## src/rtl/ac_axis_in_buf_if.sv

```systemverilog
// Stream-in and upsp read-port bundle for ac_axis_in_buf.
// The slave modport is the buffer's view; master is the producer/consumer side.
interface ac_axis_in_buf_if #(
    parameter int DATA_WIDTH = 32
);
    logic                    axis_tvalid;
    logic                    axis_tready;
    logic [DATA_WIDTH-1:0]   axis_tdata;
    logic [DATA_WIDTH/8-1:0] axis_tkeep;
    logic                    axis_tlast;
    logic                    axis_user;
    logic                    upsp_ac_rd;
    logic                    ac_upsp_rvalid;
    logic [DATA_WIDTH-1:0]   ac_upsp_rdata;

    modport slave (
        input  axis_tvalid, axis_tdata, axis_tkeep, axis_tlast, axis_user, upsp_ac_rd,
        output axis_tready, ac_upsp_rvalid, ac_upsp_rdata
    );

    modport master (
        output axis_tvalid, axis_tdata, axis_tkeep, axis_tlast, axis_user, upsp_ac_rd,
        input  axis_tready, ac_upsp_rvalid, ac_upsp_rdata
    );
endinterface

```

## src/rtl/ac_axis_in_buf.sv

```systemverilog
// Input access-control stage: frames AXI-Stream beats on SOF/tlast into a FIFO and
// serves upsp read requests with a fixed one-cycle latency, flagging framing errors.
module ac_axis_in_buf #(
    parameter int AXIS_DATA_WIDTH = 32,
    parameter int UPSP_DATA_WIDTH = 32,
    parameter int CRF_DATA_WIDTH  = 32,
    parameter int FIFO_DEPTH      = 16
) (
    input  logic                          clk,
    input  logic                          rst,
    input  logic                          start,
    input  logic [CRF_DATA_WIDTH-1:0]     frame_len,
    ac_axis_in_buf_if.slave               bus,
    output logic [$clog2(FIFO_DEPTH):0]   fifo_cnt,
    output logic                          frame_err,
    output logic                          in_frame_done
);
    localparam int PTR_W = $clog2(FIFO_DEPTH);
    localparam int CNT_W = PTR_W + 1;

    typedef enum logic [1:0] {IDLE, WAIT_SOF, RUN, DRAIN} state_t;

    state_t                     state, state_n;
    logic [CRF_DATA_WIDTH-1:0]  len_q, len_n;
    logic [CRF_DATA_WIDTH-1:0]  beat_cnt, beat_cnt_n;
    logic                       err_n;
    logic                       tready;
    logic                       push, pop, full, empty, keep_ok, is_last;

    logic [AXIS_DATA_WIDTH-1:0] mem [FIFO_DEPTH];
    logic [PTR_W-1:0]           wr_ptr, rd_ptr;
    logic                       rvalid_q;
    logic [UPSP_DATA_WIDTH-1:0] rdata_q;

    assign full    = (fifo_cnt == CNT_W'(FIFO_DEPTH));
    assign empty   = (fifo_cnt == '0);
    assign pop     = bus.upsp_ac_rd & ~empty;
    assign keep_ok = &bus.axis_tkeep;
    assign is_last = (beat_cnt == len_q - CRF_DATA_WIDTH'(1));

    assign bus.axis_tready    = tready;
    assign bus.ac_upsp_rvalid = rvalid_q;
    assign bus.ac_upsp_rdata  = rdata_q;

    // NOTE: every signal written here gets a default first so no path can infer a latch.
    always_comb begin
        state_n       = state;
        len_n         = len_q;
        beat_cnt_n    = beat_cnt;
        err_n         = frame_err;
        tready        = 1'b0;
        push          = 1'b0;
        in_frame_done = 1'b0;
        case (state)
            IDLE: begin
                if (start) begin
                    state_n    = WAIT_SOF;
                    len_n      = frame_len;
                    beat_cnt_n = '0;
                    err_n      = 1'b0;
                end
            end
            WAIT_SOF: begin
                tready = 1'b1;
                if (bus.axis_tvalid) begin
                    if (!keep_ok) err_n = 1'b1;
                    // Beats before the SOF marker are consumed but never stored.
                    if (bus.axis_user) begin
                        push       = 1'b1;
                        beat_cnt_n = CRF_DATA_WIDTH'(1);
                        if (len_q == CRF_DATA_WIDTH'(1)) begin
                            state_n = DRAIN;
                            if (!bus.axis_tlast) err_n = 1'b1;
                        end else if (bus.axis_tlast) begin
                            state_n = DRAIN;
                            err_n   = 1'b1;
                        end else begin
                            state_n = RUN;
                        end
                    end
                end
            end
            RUN: begin
                tready = ~full;
                if (bus.axis_tvalid && !full) begin
                    push       = 1'b1;
                    beat_cnt_n = beat_cnt + CRF_DATA_WIDTH'(1);
                    if (!keep_ok || bus.axis_user) err_n = 1'b1;
                    if (is_last) begin
                        state_n = DRAIN;
                        if (!bus.axis_tlast) err_n = 1'b1;
                    end else if (bus.axis_tlast) begin
                        state_n = DRAIN;
                        err_n   = 1'b1;
                    end
                end
            end
            DRAIN: begin
                // Done only once the final read has been presented to upsp.
                if (empty && !rvalid_q) begin
                    in_frame_done = 1'b1;
                    state_n       = IDLE;
                end
            end
            default: state_n = IDLE;
        endcase
    end

    // NOTE: sequential state uses non-blocking assignments so every register samples pre-edge values.
    always_ff @(posedge clk or posedge rst) begin
        if (rst) begin
            state     <= IDLE;
            len_q     <= '0;
            beat_cnt  <= '0;
            frame_err <= 1'b0;
        end else begin
            state     <= state_n;
            len_q     <= len_n;
            beat_cnt  <= beat_cnt_n;
            frame_err <= err_n;
        end
    end

    always_ff @(posedge clk or posedge rst) begin
        if (rst) begin
            wr_ptr   <= '0;
            rd_ptr   <= '0;
            fifo_cnt <= '0;
            rvalid_q <= 1'b0;
            rdata_q  <= '0;
        end else begin
            rvalid_q <= pop;
            if (push) wr_ptr <= wr_ptr + PTR_W'(1);
            if (pop) begin
                rd_ptr  <= rd_ptr + PTR_W'(1);
                rdata_q <= mem[rd_ptr];
            end
            case ({push, pop})
                2'b10:   fifo_cnt <= fifo_cnt + CNT_W'(1);
                2'b01:   fifo_cnt <= fifo_cnt - CNT_W'(1);
                default: fifo_cnt <= fifo_cnt;
            endcase
        end
    end

    // NOTE: storage has no reset; occupancy and pointers alone define what is valid.
    always_ff @(posedge clk) begin
        if (push) mem[wr_ptr] <= bus.axis_tdata;
    end
endmodule

```

## src/flat_wrapper.sv

```systemverilog
// flat-port wrapper written by rule: the top's interface ports become plain ports
module ac_axis_in_buf_flat 
#(
    parameter int AXIS_DATA_WIDTH = 32,
    parameter int UPSP_DATA_WIDTH = 32,
    parameter int CRF_DATA_WIDTH  = 32,
    parameter int FIFO_DEPTH      = 16
)
  (clk, rst, start, frame_len, fifo_cnt, frame_err, in_frame_done, bus_axis_tvalid, bus_axis_tdata, bus_axis_tkeep, bus_axis_tlast, bus_axis_user, bus_upsp_ac_rd, bus_axis_tready, bus_ac_upsp_rvalid, bus_ac_upsp_rdata);
  ac_axis_in_buf_if #(.DATA_WIDTH((32))) bus_i ();
  input  logic clk;
  input  logic rst;
  input  logic start;
  input  logic [CRF_DATA_WIDTH-1:0] frame_len;
  output logic [$clog2(FIFO_DEPTH):0] fifo_cnt;
  output logic frame_err;
  output logic in_frame_done;
  input wire logic [$bits(bus_i.axis_tvalid)-1:0] bus_axis_tvalid;
  input wire logic [$bits(bus_i.axis_tdata)-1:0] bus_axis_tdata;
  input wire logic [$bits(bus_i.axis_tkeep)-1:0] bus_axis_tkeep;
  input wire logic [$bits(bus_i.axis_tlast)-1:0] bus_axis_tlast;
  input wire logic [$bits(bus_i.axis_user)-1:0] bus_axis_user;
  input wire logic [$bits(bus_i.upsp_ac_rd)-1:0] bus_upsp_ac_rd;
  output wire logic [$bits(bus_i.axis_tready)-1:0] bus_axis_tready;
  output wire logic [$bits(bus_i.ac_upsp_rvalid)-1:0] bus_ac_upsp_rvalid;
  output wire logic [$bits(bus_i.ac_upsp_rdata)-1:0] bus_ac_upsp_rdata;
  assign bus_i.axis_tvalid = bus_axis_tvalid;
  assign bus_i.axis_tdata = bus_axis_tdata;
  assign bus_i.axis_tkeep = bus_axis_tkeep;
  assign bus_i.axis_tlast = bus_axis_tlast;
  assign bus_i.axis_user = bus_axis_user;
  assign bus_i.upsp_ac_rd = bus_upsp_ac_rd;
  assign bus_axis_tready = bus_i.axis_tready;
  assign bus_ac_upsp_rvalid = bus_i.ac_upsp_rvalid;
  assign bus_ac_upsp_rdata = bus_i.ac_upsp_rdata;
  ac_axis_in_buf #(.AXIS_DATA_WIDTH(AXIS_DATA_WIDTH), .UPSP_DATA_WIDTH(UPSP_DATA_WIDTH), .CRF_DATA_WIDTH(CRF_DATA_WIDTH), .FIFO_DEPTH(FIFO_DEPTH)) u_core (.clk(clk), .rst(rst), .start(start), .frame_len(frame_len), .bus(bus_i), .fifo_cnt(fifo_cnt), .frame_err(frame_err), .in_frame_done(in_frame_done));
endmodule
```

## config.mk

```make
export PLATFORM = sky130hd
export DESIGN_NAME = ac_axis_in_buf_flat
export DESIGN_NICKNAME = d
export VERILOG_FILES = /design/src/rtl/ac_axis_in_buf_if.sv /design/src/rtl/ac_axis_in_buf.sv /design/src/flat_wrapper.sv
export SDC_FILE = /design/constraint.sdc
export NUM_CORES = 1
export LEC_CHECK = 0
export BUFFER_PORTS_ARGS = -buffer_cell sky130_fd_sc_hd__buf_2
export CORE_MARGIN = 2
export CORE_UTILIZATION = 60
export DETAILED_ROUTE_END_ITERATION = 8
export PLACE_DENSITY = 0.86
export REMOVE_ABC_BUFFERS = 1
export SLEW_MARGIN = 10
export SYNTH_ARGS = -nofsm -noshare
export SYNTH_HDL_FRONTEND = slang
export SYNTH_SLANG_ARGS = --single-unit
```

## constraint.sdc

```tcl
create_clock -name clk -period 4.83 [get_ports clk]
set_input_delay 0.7245 -clock clk [delete_from_list [all_inputs] [get_ports clk]]
set_output_delay 0.7245 -clock clk [all_outputs]
set_load 0.03 [all_outputs]
```

==> results of run 1 <==
[cells by family (layout without fill, tap and decap cells)]
family | Yosys count | count (layout)
AO/OA/AOI/OAI | 100 | 100
XOR/XNOR | 70 | 70
adder cells (fa/ha/maj) | 19 | 19
buffers and inverters | 89 | 284
flip-flops | 625 | 625
multiplexers | 203 | 203
other | 0 | 2
AND/OR/NAND/NOR | 329 | 329
[cell usage in the layout, fill, tap and decap left out, types with 13 or more instances in the layout]
cell         n
o21ai_0     25
nand2_1    139
ha_1        18
mux4_2     145
mux2_2      35
xor2_1      34
clkbuf_16   60
inv_1       19
mux2i_1     23
buf_2      115
o221ai_1    16
xnor2_1     36
edfxtp_1   512
nand3_1     22
dfrtp_1    110
a21oi_1     13
nor2_1      56
nand4_1     17
nor3_1      14
buf_4       31
clkbuf_1    23
[state kept, by name, indices dropped and copies added, names as in the netlist]
register,cells
u_core.beat_cnt,32
u_core.bus.ac_upsp_rdata,32
u_core.bus.ac_upsp_rvalid,1
u_core.fifo_cnt,5
u_core.frame_err,1
u_core.len_q,32
u_core.mem,512
u_core.rd_ptr,4
u_core.state,2
u_core.wr_ptr,4
[worst min-delay path by stage]
stage / endpoint
floorplan: u_core.beat_cnt[7]
detailed placement: u_core.bus.ac_upsp_rdata[10]
finish: u_core.bus.ac_upsp_rdata[28]
global route: u_core.bus.ac_upsp_rdata[28]
CTS: u_core.bus.ac_upsp_rdata[3]
global placement: u_core.bus.ac_upsp_rdata[14]
[power groups by stage]
stage	sequential (µW)	clock (µW)	combinational [µW]
floorplan	7450	0	3200
global placement	6970	0	4610
detailed placement	7020	0	4750
CTS	6930	4630	4840
global route	7000	4800	5170
finish	6940	4580	4820
[final cells by class]
type | instances | area (µm²)
sequential | 625 | 18200
fill | 2555 | 13100
multi-input combinational | 721 | 7140
clock buffer | 89 | 1670
timing repair buffer | 150 | 888
tap | 539 | 674
clock inverter | 24 | 255
inverter | 21 | 81.3
antenna | 2 | 5.00
[metrics by stage]
stage / setup slack [ns] / power (µW) / TNS [ns] / utilization, %
floorplan: -1.79 / 10600 / -63.78 / -
global placement: 1.28 / 11600 / 0 / 64.2
detailed placement: 1.21 / 11800 / 0 / 64.2
CTS: 1.15 / 16400 / 0 / 68.8
global route: 0.867 / 17000 / 0 / 68.8
finish: 1.12 / 16300 / 0 / 68.8
[per-layer routing]
layer,share of wire (%),routed length [µm]
met5,0.044,27
met4,3.1,1870
met3,8.6,5220
met2,51,31300
met1,37,22500
[worst max-delay path, cell delays in order (launching register included)]
cell     delay, ns
dfrtp_1       0.45
inv_1         0.13
ha_1          0.51
nand3_1       0.13
nand2_1       0.11
and3b_1       0.53
nand2_1       0.37
nor2_4        0.80
buf_4         0.38
==> impl_metrics.tcl, run 1 <==
set metrics [dict create \
    fmax_ghz 0.269 \
    crit_end "u_core.mem[13][8]" \
    seq_area_frac_synth_pct 71.2 \
    grtUsageMet3_pct 5.62 \
    required_ns 5.14 \
    net-switching-power_uw 5300 \
    routed_wl_mm 60.9 \
    vias 14300 \
    fin_area_mm2 0.0289 \
    core_mm2 0.0420 \
    use_met1_pct 37.2 \
    grt.busiest_layer "met2" \
    finalMaxSlewViolations 0 \
    synthTopCellsByArea "edfxtp_1 (60%), mux4_2 (13%), dfrtp_1 (11%), nand2_1 (2.0%), mux2_2 (1.5%)" \
    firstDrtPassIters 5 \
    crit_fanout 21 \
    cts_buffer_depth 3 \
    synth_common_cells "edfxtp_1 (512), mux4_2 (145), nand2_1 (139), dfrtp_1 (113), nor2_1 (68)" \
    drc 0 \
    cp.arrival_ns 4.02 \
    htreeDepth 2 \
    slew_headroom_pct 15.4 \
    port_buffers 115 \
    comb_power_share_pct 29.5 \
    yosys.area_share.simple_pct 6.07 \
    synth_xor_area_share_pct 2.40 \
    fin_nets 1673 \
    synth.most_common_cell "edfxtp_1" \
    fp.dieH_um 210 \
    r2r-start "u_core.state[0]" \
    hp-class "in2async" \
    post-route-period-util_pct 76.9 \
    synth_top_area_share_pct 60.2 \
    grt_max_degree 57 \
    internal_power_uw 11000 \
    hpwl_mm 34.6 \
    endpoint_kind "flip-flop" \
    p_sw_share_pct 32.4 \
    root_buffer "clkbuf_16" \
    ios 116 \
    routedWlPerCell_um 28.1 \
    drv_cap 0 \
    clock_power_share_pct 28.0 \
    grt_pass1_vias 14900 \
    r2r_slack_ns 1.12 \
    synth_top_family_by_area "multiplexers" \
    placed_area_mm2 0.0270 \
    fin_skew_ns 0.0366 \
    fin_crit_ns 3.71 \
    grt_setup_unrepaired "no" \
    grt_pass1_wl_mm 92.9 \
    avgSynthCellArea_um2 17.8 \
    synth_cells 1435 \
    use_met2_pct 48.9 \
    synth_edf_count 512 \
    startpoint "u_core.state[0]" \
    cts_tree "built" \
    synthMuxAreaShare_pct 15.2 \
    clkLatencyLatePin_ns 0.64 \
    gr-total-overflow 0 \
    clkSlewWorstSetupHoldPaths_ns 0.07 \
    die_area_mm2 0.0443 \
    setup_violations 0 \
    ff2ff_path_depth 8 \
    synth-main-ff-cell "edfxtp_1" \
    start_kind "flip-flop" \
    power_leakage_uw 0.0100 \
    viasPerCell 6.56 \
    stdcell_count 2171 \
    critical_path_class "reg2reg" \
    synthDistinctLibCells 70 \
    r2r-end "u_core.mem[13][8]" \
    postCtsHoldBufs 0 \
    area_growth_pct 13.2 \
    cts_sinks 625 \
    initial_utilization_pct 60.8 \
    finalHoldViolCount 0 \
    synth_area_mm2 0.0256 \
    synth-compound-area-share_pct 2.79 \
    track_usage_pct 28.5 \
    power_density_mw_per_mm2 565 \
    ir_drop_mv 0.466 \
    dp.cells 2055 \
    status "completed" \
    fin_worst_hold_slack_ns 0.235 \
    ant_nets 0 \
    synth_seq_cells 625 \
    sequentialPowerShare_pct 42.5 \
    drive_gt1_share_pct 28.0 \
    tightest_slew_ns 1.27 \
    synth_fa_ha_area_share_pct 0.960 \
    die_w_um 210 \
    yosysTopAreaCell "edfxtp_1" \
    antenna_found_initial 4 \
    post_cts_buffers 0 \
    cts_inserted_buffers 60 \
    placementRows 75 \
    yosys_warnings 0 \
    drt_iter0_drc 1672 \
    synthArstFlopShare_pct 18.1 \
    gp_congestion 0.854 \
    cts_resized 0 \
]
Power figures use the tool's default switching activity.
==> inputs of run 2 (changes only) <==
- clock period: 4.83 -> 3.7 ns (I/O delays scaled with it)
==> impl_metrics.tcl, run 2 (synthesis results as in run 1) <==
set metrics [dict create \
    status "completed" \
    ios 116 \
    power_density_mw_per_mm2 747 \
    cts_tree "built" \
    fin_nets 1683 \
    core_mm2 0.0420 \
    cp_slowest_stage_delay_ns 0.66 \
    fin_util_pct 69.8 \
    worst-path-buf-inv 0 \
    firstDrtPassIters 6 \
    grt_pass1_wl_mm 93.0 \
    report.power.total_uw 21900 \
    hp-class "in2async" \
    setup_violations 0 \
    fp.dieH_um 210 \
    drv_cap 0 \
    die_area_mm2 0.0443 \
    path_delay_family "simple AND/OR/NAND/NOR gates" \
    cts_sinks 625 \
    area_growth_pct 14.7 \
    drt_iter0_drc 1611 \
    final_common_cell "edfxtp_1" \
    nFillCells 2453 \
    clkLatencyLatePin_ns 0.65 \
    tightest_slew_ns 0.860 \
    cts_inserted_buffers 59 \
    fin_skew_ns 0.0380 \
    hpwl_mm 34.4 \
    gp_congestion 0.920 \
    routed_wl_mm 62.2 \
    fin_crit_ns 3.35 \
    drc 0 \
    postCtsHoldBufs 0 \
    slew_headroom_pct 42.7 \
    finalMaxSlewViolations 0 \
    routedWlPerCell_um 28.5 \
    ant_nets 0 \
    final_cell_mix "edfxtp_1 (512), mux4_2 (145), nand2_1 (139), buf_2 (115), dfrtp_1 (110)" \
    post-route-period-util_pct 90.6 \
    gr-total-overflow 0 \
    start_kind "flip-flop" \
    grt_setup_unrepaired "no" \
    viasPerCell 6.60 \
    critical_path_class "reg2reg" \
    fin_worst_hold_slack_ns 0.103 \
    endpoint_kind "flip-flop" \
    final_critical_path_setup_slack_ns 0.349 \
    root_buffer "clkbuf_16" \
    die_w_um 210 \
    finalHoldViolCount 0 \
    largest_register "u_core.mem" \
    crit_fanout 7 \
    track_usage_pct 28.7 \
    initial_utilization_pct 60.8 \
    post_cts_buffers 0 \
    clkSlewWorstSetupHoldPaths_ns 0.07 \
    regArea_mm2 0.0182 \
    cts_resized 0 \
    fmax_ghz 0.298 \
    path_cells "or4_4, or4_1, nor3_2, o221ai_1, nand4b_1, a2111o_1, or2_0, o211a_1" \
    ir_drop_mv 0.519 \
    critical_path.slowest_cell "or4_1" \
    htreeDepth 2 \
    fin_tns_setup_ns 0 \
    required_ns 4.21 \
    grt_max_degree 69 \
    antenna_found_initial 5 \
    dp_slack_ns 0.389 \
    multi_input_area_mm2 0.00714 \
    placementRows 75 \
    cp.arrival_ns 3.86 \
    vias 14400 \
    cts_buffer_depth 3 \
    grt_pass1_vias 14800 \
    largest_reg_flops 512 \
    port_buffers 115 \
    drive_gt1_share_pct 28.8 \
    power_leakage_uw 0.0102 \
]
run 2: final cells by class:
type / count / share of cell area (%)
flip-flops and latches: 625 / 62.1
multi-input cells: 721 / 24.4
clock buffers: 76 / 5.39
repair buffers: 161 / 3.82
well taps: 539 / 2.30
clock inverters: 36 / 1.72
inverters: 21 / 0.277
diodes: 4 / 0.0341
run 2: routing by layer:
layer	wire, µm	GRT usage (%)	share of wire (%)
met3	5550	5.14	8.9
met1	22900	37.6	37
met2	31600	48.7	51
met5	24	0	0.039
met4	2130	11.1	3.4
run 2: path summary, 6_finish.rpt:
check                                                  start                      endpoint  slack [ns]  cells past startpoint
worst max-delay path                        u_core.len_q[10]              u_core.frame_err        0.35                      8
worst min-delay path                                     rst  u_core.bus.ac_upsp_rdata[14]        0.10                      2
worst max register to register              u_core.len_q[10]              u_core.frame_err        0.35                      8
worst min register to register  u_core.bus.ac_upsp_rdata[25]  u_core.bus.ac_upsp_rdata[25]        0.49                      2
max in group asynchronous                                rst              u_core.rd_ptr[1]        2.74                      3
min in group clk                               frame_len[26]              u_core.len_q[26]        0.17                      2
run 2: through the flow:
stage / cell area [µm²] / instances
after floorplan: 25300 / 1367
after global placement: 27200 / 2067
after global routing: 29300 / 2181
after detailed placement: 27200 / 2067
after CTS: 29300 / 2179
final: 29300 / 2183
run 2: where the power goes:
part	internal (µW)	total [µW]	switching [µW]
clock	3750	6460	2710
combinational	2950	6420	3470
sequential	8230	9020	787
total	14900	21900	6970
==> inputs of run 3 (changes only) <==
- RECOVER_POWER: not set -> 25
==> impl_metrics.tcl, run 3 (synthesis results as in run 1) <==
set metrics [dict create \
    required_ns 4.21 \
    vias 14400 \
    track_usage_pct 28.7 \
    ios 116 \
    drive_gt1_share_pct 27.1 \
    finalMaxSlewViolations 0 \
    post_cts_buffers 0 \
    post-route-period-util_pct 90.6 \
    routed_wl_mm 62.2 \
    ant_nets 0 \
    drv_cap 0 \
    nFillCells 2468 \
    initial_utilization_pct 60.8 \
    clkLatencyLatePin_ns 0.65 \
    status "completed" \
    antenna_found_initial 3 \
    core_mm2 0.0420 \
    clock_power_share_pct 29.5 \
    cts_resized 0 \
    grt_pass1_vias 14800 \
    path_delay_family "simple AND/OR/NAND/NOR gates" \
    area_growth_pct 14.6 \
    final_critical_path_setup_slack_ns 0.349 \
    grt_setup_unrepaired "no" \
    htreeDepth 2 \
    drt_iter0_drc 1622 \
    stdcell_count 2183 \
    critical_path_class "reg2reg" \
    gp_congestion 0.920 \
    hpwl_mm 34.4 \
    report.power.total_uw 21900 \
    p_sw_share_pct 31.9 \
    start_kind "flip-flop" \
    grt_max_degree 69 \
    slew_headroom_pct 42.8 \
    met1_length_mm 22.9 \
    placementRows 75 \
    power_density_mw_per_mm2 748 \
    fin_nets 1683 \
    endpoint_kind "flip-flop" \
    gr-total-overflow 0 \
    clkSlewWorstSetupHoldPaths_ns 0.07 \
    firstDrtPassIters 8 \
    cp.arrival_ns 3.86 \
    fin_tns_setup_ns 0 \
    cts_inserted_buffers 59 \
    hp-class "in2async" \
    dr_wl_met2_mm 31.7 \
    postCtsHoldBufs 0 \
    internal_power_uw 14900 \
    cts_sinks 625 \
    route.met3.wl_mm 5.49 \
    setup_violations 0 \
    largest_register "u_core.mem" \
    sequentialPowerShare_pct 41.2 \
    ir_drop_mv 0.516 \
    die_w_um 210 \
    viasPerCell 6.60 \
    cts_tree "built" \
    dp.cells 2067 \
    net-switching-power_uw 6980 \
    routedWlPerCell_um 28.5 \
    top_layer "met4" \
    regArea_mm2 0.0182 \
    port_buffers 115 \
    die_area_mm2 0.0443 \
    path_cells "or4_4, or4_1, nor3_2, o221ai_1, nand4b_1, a2111o_1, or2_0, o211a_1" \
    largest_reg_flops 512 \
    cp_slowest_stage_delay_ns 0.65 \
    dp_slack_ns 0.389 \
    power_leakage_uw 0.0101 \
    crit_fanout 7 \
    finalHoldViolCount 0 \
    fmax_ghz 0.298 \
    worst-path-buf-inv 0 \
    critical_path.slowest_cell "or4_1" \
    multi_input_area_mm2 0.00714 \
    fin_skew_ns 0.0394 \
    cts_buffer_depth 3 \
    comb_power_share_pct 29.3 \
    fp.dieH_um 210 \
    final_common_cell "edfxtp_1" \
    final_cell_mix "edfxtp_1 (512), mux4_2 (145), nand2_1 (139), dfrtp_1 (110), buf_2 (88)" \
    drc 0 \
    grt_pass1_wl_mm 93.0 \
    fin_crit_ns 3.35 \
    root_buffer "clkbuf_16" \
    tightest_slew_ns 0.858 \
]
[run 3: cell count changes in the layout (fill, tap and decap cells not counted)]
cell	change
clkbuf_1	+27
buf_2	-27
[run 3: final timing paths]
| kind | slack, ns | start | cells after the start | end |
|---|---|---|---|---|
| worst min-delay path | 0.1 | rst | 2 | u_core.bus.ac_upsp_rdata[14] |
| min in group clk | 0.17 | frame_len[26] | 2 | u_core.len_q[26] |
| worst max register to register | 0.35 | u_core.len_q[10] | 8 | u_core.frame_err |
| worst min register to register | 0.49 | u_core.bus.ac_upsp_rdata[16] | 2 | u_core.bus.ac_upsp_rdata[16] |
| worst max-delay path | 0.35 | u_core.len_q[10] | 8 | u_core.frame_err |
| max in group asynchronous | 2.74 | rst | 3 | u_core.rd_ptr[1] |
[run 3: stage by stage]
step           util [%]  instance area, µm²  hold slack (ns)
6_report           69.7               29300           0.0992
5_1_grt            69.7               29300            0.162
4_1_cts            69.7               29300            0.112
3_5_place_dp       64.8               27200            0.460
3_3_place_gp       64.8               27200            0.454
2_1_floorplan         -               25300            0.500
[run 3: final cells by class]
type | instances | area share (%)
flip-flops and latches | 625 | 62.2
multi-input cells | 721 | 24.4
clock buffers | 76 | 5.40
repair buffers | 161 | 3.71
well taps | 539 | 2.30
clock inverters | 36 | 1.72
inverters | 21 | 0.278
diodes | 4 | 0.0342
[run 3: worst register-to-register path: cells and delay by family (launching register included)]
family          cells  cell delay, ns
compound gates      3            0.85
simple gates        5            1.92
flops               1            0.46
[run 3: per-layer routing]
layer / vias up / GRT usage (%)
met3: 149 / 5.14
met1: 7406 / 37.6
li1: 5972 / -
met5: - / 0
met2: 876 / 48.7
met4: 0 / 11.1
[run 3: power groups by stage]
stage	Combinational [µW]	Clock (µW)	Sequential, µW
detailed placement	6290	0	9110
global placement	6110	0	9060
CTS	6440	6520	9000
global route	6840	6750	9100
floorplan	3880	0	9640
finish	6410	6470	9020
